===== src/rtl/ps2_rx_fifo.sv =====
// PS/2 keyboard receiver: synchronised and glitch-filtered clock, 11-bit frame checker with watchdog,
// and a show-ahead scancode FIFO with sticky overflow/parity/frame error flags.
module ps2_rx_fifo #(
  parameter int unsigned FIFO_DEPTH = 8,
  parameter int unsigned FILTER_LEN = 8,
  parameter int unsigned TIMEOUT    = 50000
) (
  input  logic                          clk,
  input  logic                          rst,
  input  logic                          ps2_clk,
  input  logic                          ps2_data,
  input  logic                          rd,
  input  logic                          clr_err,
  output logic [7:0]                    data_out,
  output logic                          ready,
  output logic [$clog2(FIFO_DEPTH):0]   count,
  output logic                          overflow,
  output logic                          parity_err,
  output logic                          frame_err
);

  localparam int unsigned AW = $clog2(FIFO_DEPTH);
  localparam int unsigned CW = AW + 1;
  localparam int unsigned FW = $clog2(FILTER_LEN + 1);
  localparam int unsigned WW = $clog2(TIMEOUT + 1);

  typedef enum logic [1:0] {
    ST_IDLE   = 2'd0,
    ST_DATA   = 2'd1,
    ST_PARITY = 2'd2,
    ST_STOP   = 2'd3
  } state_e;

  logic          clk_s1_q, clk_s2_q;
  logic          dat_s1_q, dat_s2_q;
  logic          filt_q;
  logic [FW-1:0] flt_cnt_q;
  logic          fall_s;

  state_e        state_q;
  logic [2:0]    bit_cnt_q;
  logic [7:0]    shift_q;
  logic          par_q;
  logic [WW-1:0] wd_q;

  logic [7:0]    mem_q [FIFO_DEPTH];
  logic [AW-1:0] wr_ptr_q, rd_ptr_q;
  logic [CW-1:0] count_q;

  logic          overflow_q, parity_err_q, frame_err_q;
  logic          overflow_d, parity_err_d, frame_err_d;

  logic          stop_fall_s, par_ok_s, frame_ok_s, timeout_s;
  logic          full_s, do_pop_s, do_push_s;
  logic          ovf_evt_s, perr_evt_s, ferr_evt_s;

  // Pad synchronisers and the clock filter: a level change is accepted only after
  // FILTER_LEN consecutive synchronised samples disagree with the filtered level.
  always_ff @(posedge clk or posedge rst) begin
    if (rst) begin
      clk_s1_q  <= 1'b1;
      clk_s2_q  <= 1'b1;
      dat_s1_q  <= 1'b1;
      dat_s2_q  <= 1'b1;
      filt_q    <= 1'b1;
      flt_cnt_q <= '0;
    end else begin
      clk_s1_q <= ps2_clk;
      clk_s2_q <= clk_s1_q;
      dat_s1_q <= ps2_data;
      dat_s2_q <= dat_s1_q;
      if (clk_s2_q != filt_q) begin
        if (flt_cnt_q == FW'(FILTER_LEN - 1)) begin
          filt_q    <= ~filt_q;
          flt_cnt_q <= '0;
        end else begin
          flt_cnt_q <= flt_cnt_q + FW'(1);
        end
      end else begin
        flt_cnt_q <= '0;
      end
    end
  end

  // The fall cycle is the one in which the filtered clock is about to drop.
  assign fall_s = filt_q & ~clk_s2_q & (flt_cnt_q == FW'(FILTER_LEN - 1));

  // Frame FSM with watchdog; a fall always restarts the watchdog.
  always_ff @(posedge clk or posedge rst) begin
    if (rst) begin
      state_q   <= ST_IDLE;
      bit_cnt_q <= 3'd0;
      shift_q   <= 8'd0;
      par_q     <= 1'b0;
      wd_q      <= '0;
    end else if (fall_s) begin
      wd_q <= '0;
      case (state_q)
        ST_IDLE: begin
          if (!dat_s2_q) begin
            state_q   <= ST_DATA;
            bit_cnt_q <= 3'd0;
          end else begin
            state_q <= ST_IDLE;
          end
        end
        ST_DATA: begin
          shift_q   <= {dat_s2_q, shift_q[7:1]};
          bit_cnt_q <= bit_cnt_q + 3'd1;
          if (bit_cnt_q == 3'd7) begin
            state_q <= ST_PARITY;
          end else begin
            state_q <= ST_DATA;
          end
        end
        ST_PARITY: begin
          par_q   <= dat_s2_q;
          state_q <= ST_STOP;
        end
        ST_STOP: state_q <= ST_IDLE;
        default: state_q <= ST_IDLE;
      endcase
    end else if (state_q != ST_IDLE) begin
      if (wd_q == WW'(TIMEOUT - 1)) begin
        state_q <= ST_IDLE;
        wd_q    <= '0;
      end else begin
        wd_q <= wd_q + WW'(1);
      end
    end else begin
      wd_q <= '0;
    end
  end

  assign stop_fall_s = fall_s && (state_q == ST_STOP);
  assign par_ok_s    = (^shift_q) ^ par_q;
  assign frame_ok_s  = stop_fall_s & par_ok_s & dat_s2_q;
  assign timeout_s   = !fall_s && (state_q != ST_IDLE) && (wd_q == WW'(TIMEOUT - 1));

  assign full_s      = (count_q == CW'(FIFO_DEPTH));
  assign do_pop_s    = rd && (count_q != '0);
  assign do_push_s   = frame_ok_s && (!full_s || do_pop_s);

  assign ovf_evt_s   = frame_ok_s & full_s & ~do_pop_s;
  assign perr_evt_s  = stop_fall_s & ~par_ok_s;
  assign ferr_evt_s  = (stop_fall_s & par_ok_s & ~dat_s2_q) | timeout_s;

  // Sticky flags: a new event outranks a simultaneous clear.
  always_comb begin
    overflow_d   = (overflow_q   & ~clr_err) | ovf_evt_s;
    parity_err_d = (parity_err_q & ~clr_err) | perr_evt_s;
    frame_err_d  = (frame_err_q  & ~clr_err) | ferr_evt_s;
  end

  // Error flag registers.
  always_ff @(posedge clk or posedge rst) begin
    if (rst) begin
      overflow_q   <= 1'b0;
      parity_err_q <= 1'b0;
      frame_err_q  <= 1'b0;
    end else begin
      overflow_q   <= overflow_d;
      parity_err_q <= parity_err_d;
      frame_err_q  <= frame_err_d;
    end
  end

  // Circular scancode buffer; pointers wrap naturally because the depth is a power of two.
  always_ff @(posedge clk or posedge rst) begin
    if (rst) begin
      for (int i = 0; i < int'(FIFO_DEPTH); i++) begin
        mem_q[i] <= 8'd0;
      end
      wr_ptr_q <= '0;
      rd_ptr_q <= '0;
      count_q  <= '0;
    end else begin
      if (do_push_s) begin
        mem_q[wr_ptr_q] <= shift_q;
        wr_ptr_q        <= wr_ptr_q + AW'(1);
      end
      if (do_pop_s) begin
        rd_ptr_q <= rd_ptr_q + AW'(1);
      end
      case ({do_push_s, do_pop_s})
        2'b10:   count_q <= count_q + CW'(1);
        2'b01:   count_q <= count_q - CW'(1);
        default: count_q <= count_q;
      endcase
    end
  end

  assign data_out   = mem_q[rd_ptr_q];
  assign ready      = (count_q != '0);
  assign count      = count_q;
  assign overflow   = overflow_q;
  assign parity_err = parity_err_q;
  assign frame_err  = frame_err_q;

endmodule


===== config.mk =====
export PLATFORM = sky130hd
export DESIGN_NAME = ps2_rx_fifo
export DESIGN_NICKNAME = d
export VERILOG_FILES = /design/src/rtl/ps2_rx_fifo.sv
export SDC_FILE = /design/constraint.sdc
export NUM_CORES = 1
export LEC_CHECK = 0
export ABC_CLOCK_PERIOD_IN_PS = 3850
export BUFFER_PORTS_ARGS = -buffer_cell sky130_fd_sc_hd__clkbuf_2
export CORE_ASPECT_RATIO = 0.75
export CORE_MARGIN = 2
export CORE_UTILIZATION = 50
export DETAILED_ROUTE_END_ITERATION = 12
export PLACE_DENSITY = 0.69
export SYNTH_ARGS = -nofsm -noshare
export SYNTH_HDL_FRONTEND = slang
export SYNTH_SLANG_ARGS = --single-unit
export TNS_END_PERCENT = 10

===== constraint.sdc =====
create_clock -name clk -period 3.85 [get_ports clk]
set_input_delay 0.5775 -clock clk [delete_from_list [all_inputs] [get_ports clk]]
set_output_delay 0.5775 -clock clk [all_outputs]
set_load 0.01 [all_outputs]

==> impl_metrics.json <==
{
  "outcome": "complete, no violations",
  "cts.htree.levels": 4,
  "p_per_area_mw_per_mm2": 556.6,
  "gp_congestion": 0.7428,
  "r2r_cells": 10,
  "drc": 0,
  "worstPathBufferInverterCount": 0,
  "core.rowCount": 32,
  "relSlewSlack": 0.4923,
  "synth_nets": 406,
  "path_class": "reg2reg",
  "overflow": 0,
  "dp_hpwl_microns": 6601,
  "cts_setup_buffers": 0,
  "drive_gt1_frac": 0.3100,
  "core_region_area_sq_mm": 0.01037,
  "synth_top_area_cell": "dfrtp_1",
  "arrival_ns": 3.24,
  "whs_ns": 0.1656,
  "worst_pin_slew_ns": 0.7615,
  "area_growth_syn_to_layout_pct": 16.45,
  "cts_made_buffers": 17,
  "cp-end-kind": "flop",
  "grt_max_degree": 45,
  "cts_resized": 0,
  "wl_per_cell_microns": 17.94,
  "rr_startpoint": "shift_q[4]",
  "cts_tree": "done",
  "crit_chain": "xor2_1, xnor3_1, mux2i_4, nor2b_1, xor2_1, ha_1, nor3_1, nand2_1, nand2_1, xor2_1",
  "rsz0062_at_grt": "false",
  "final.min_clock_period_ns": 2.914,
  "crit_path_start_kind": "flop",
  "first_global_vias": 3236,
  "grt_use_total": 0.2001,
  "fmax_ghz": 0.3431,
  "cp.depth": 10,
  "synth_mux_area_frac": 0.2508,
  "cts_hold_buf": 0,
  "port_buffers": 21,
  "routed_via_density": 5.598,
  "cts_root_buf": "clkbuf_16",
  "cap_violations": 0,
  "ys_types": 48,
  "first_iter_violations": 223,
  "cpMostUsedCell": "xor2_1",
  "yosysWarnings": 0,
  "grt_pass1_wl_microns": 17060,
  "start_util": 0.5192,
  "cp.required_ns": 4.18,
  "synth-simple-area-share": 0.1020,
  "cp_slowest_cell": "xnor3_1",
  "synth_top_family_by_area": "multiplexers",
  "die_h_microns": 93.87,
  "layout_common_cells": "111 x dfrtp_1, 46 x mux2_2, 39 x mux2_1, 23 x nor2_1, 21 x clkbuf_2",
  "wirelength_microns": 10140,
  "synthCells": 392,
  "synth_compound_area_frac": 0.01975,
  "clk_latency_ns": 0.40,
  "clock_sinks": 116,
  "clock_skew_ns": 0.004573,
  "drt.antenna.violating_nets": 0,
  "final-setup-viol-count": 0,
  "crit_path_max_fanout": 11,
  "die-area_sq_mm": 0.01162,
  "power_uw": 3490,
  "ir_drop_v": 0.0004128,
  "vias": 3163,
  "netlist.area_leader.share": 0.5159,
  "hold_path_class": "in2async",
  "final_common_cell": "dfrtp_1",
  "synth_area_leaders": "dfrtp_1 52%, mux2_2 9.6%, mux2_1 8.2%",
  "rrSetupSlack_ns": 0.94,
  "top_level_ports": 22,
  "critPathMaxStageDelay_ns": 0.51,
  "drv_slew": 0,
  "leakagePower_uw": 0.003020,
  "syn_avg_cell_area_sq_um": 13.73,
  "netlist_area_sq_mm": 0.005384,
  "drtPass1Iterations": 4,
  "crit_start": "shift_q[4]",
  "antenna_cells": 0,
  "synth_adder_area_share": 0.01859,
  "die_w_microns": 123.8,
  "clk_pin_slew_ns": 0.05,
  "cp_top_family": "XOR/XNOR gates",
  "fin_crit_sh": 0.7569,
  "hold_viol": 0,
  "critPathCapture": "count[2]",
  "setup_tns_ns": 0,
  "antenna_found_initial": 0,
  "clockBufferDepth": 2,
  "synth_xor_area_frac": 0.04904,
  "reg2reg_to": "count[2]",
  "layout.nets": 430,
  "ys_ff_latch": 116,
  "synth-seq-area-share": 0.5403
}
## stage by stage
stage          std cells  area, sq um  setup WS (ns)    util
5_1_grt              565         6270         0.6895  0.6046
2_1_floorplan        392         5384         0.2084       -
4_1_cts              565         6270         0.9182  0.6046
6_report             565         6270         0.9358  0.6046
3_3_place_gp         533         5609          1.020  0.5409
3_5_place_dp         533         5609         0.9719  0.5409
## area by class of cell
type                       count  area, sq um
sequential                   116         2909
inverter                       6        25.02
fill                         800         4100
tap                          136        170.2
timing repair buffer          25        135.1
clock inverter                 9        172.7
clock buffer                  23        488.0
multi-input combinational    250         2370
## cell usage after synthesis (all sizes together)
cell type and n:
mux2i 2, dfstp 5, nor4 1, nand4bb 1
and4 5, or3 1, a22o 3, and3 4
nand4b 1, o22ai 1, xnor3 2, or2 2
a21oi 3, a211oi 1, mux4 16, mux2 85
nor3 10, nand2 17, o21ai 7, buf 7
a21o 1, nand2b 2, nand3 10, clkbuf 13
dfrtp 111, and3b 1, and4b 2, nand4 1
and2 2, inv 6, xor2 14, nand3b 3
nor2 24, or4 1, ha 8, xnor2 11
nor4b 1, o32ai 1, and4bb 1, nor2b 5
## power by group
group | switching [uW] | total [uW] | internal, uW | leakage, uW
sequential | 112 | 1390 | 1280 | 0.00158
combinational | 183 | 361 | 178 | 0.00111
clock | 524 | 1740 | 1210 | 0.000323
total | 818 | 3490 | 2670 | 0.00302
## state kept, by name, indices dropped and copies added (netlist names), 2 cells and up
signal     count
mem_q         64
count          4
rd_ptr_q       3
shift_q        8
wd_q          16
wr_ptr_q       3
bit_cnt_q      3
state_q        2
flt_cnt_q      4
## worst min path at each step
| stage | startpoint | endpoint | slack (ns) | cells after the start |
|---|---|---|---|---|
| 2_1_floorplan | clk_s1_q | clk_s2_q | 0.35 | 0 |
| 3_3_place_gp | dat_s1_q | dat_s2_q | 0.35 | 0 |
| 3_5_place_dp | clk_s1_q | clk_s2_q | 0.35 | 0 |
| 4_1_cts | rst | mem_q[39] | 0.17 | 2 |
| 5_1_grt | rst | mem_q[30] | 0.19 | 2 |
| 6_report | rst | mem_q[39] | 0.17 | 2 |
## cell families after synthesis
family / Yosys count
buffers and inverters: 26
muxes: 103
AOI/OAI and AO/OA: 17
adders and majority gates: 8
xor gates and xnor gates: 27
and+or+nand+nor: 95
DFF: 116
## layer usage
| metal | routed length (microns) | GRT usage | up-vias |
|---|---|---|---|
| met5 | 0 | 0 | - |
| met4 | 91 | 0.06061 | 0 |
| met3 | 366 | 0.05704 | 9 |
| met2 | 4623 | 0.2917 | 43 |
| met1 | 5055 | 0.2917 | 1656 |
| li1 | - | - | 1455 |
## worst register-to-register path, delay by kind of cell (launching register included)
kind / cells / cell delay, ns
multiplexers: 1 / 0.41
AND/OR/NAND/NOR: 4 / 0.69
adder cells (fa/ha/maj): 1 / 0.24
flip-flops: 1 / 0.50
XOR/XNOR: 4 / 1.01
No activity file was read; power rests on OpenSTA's default activity.
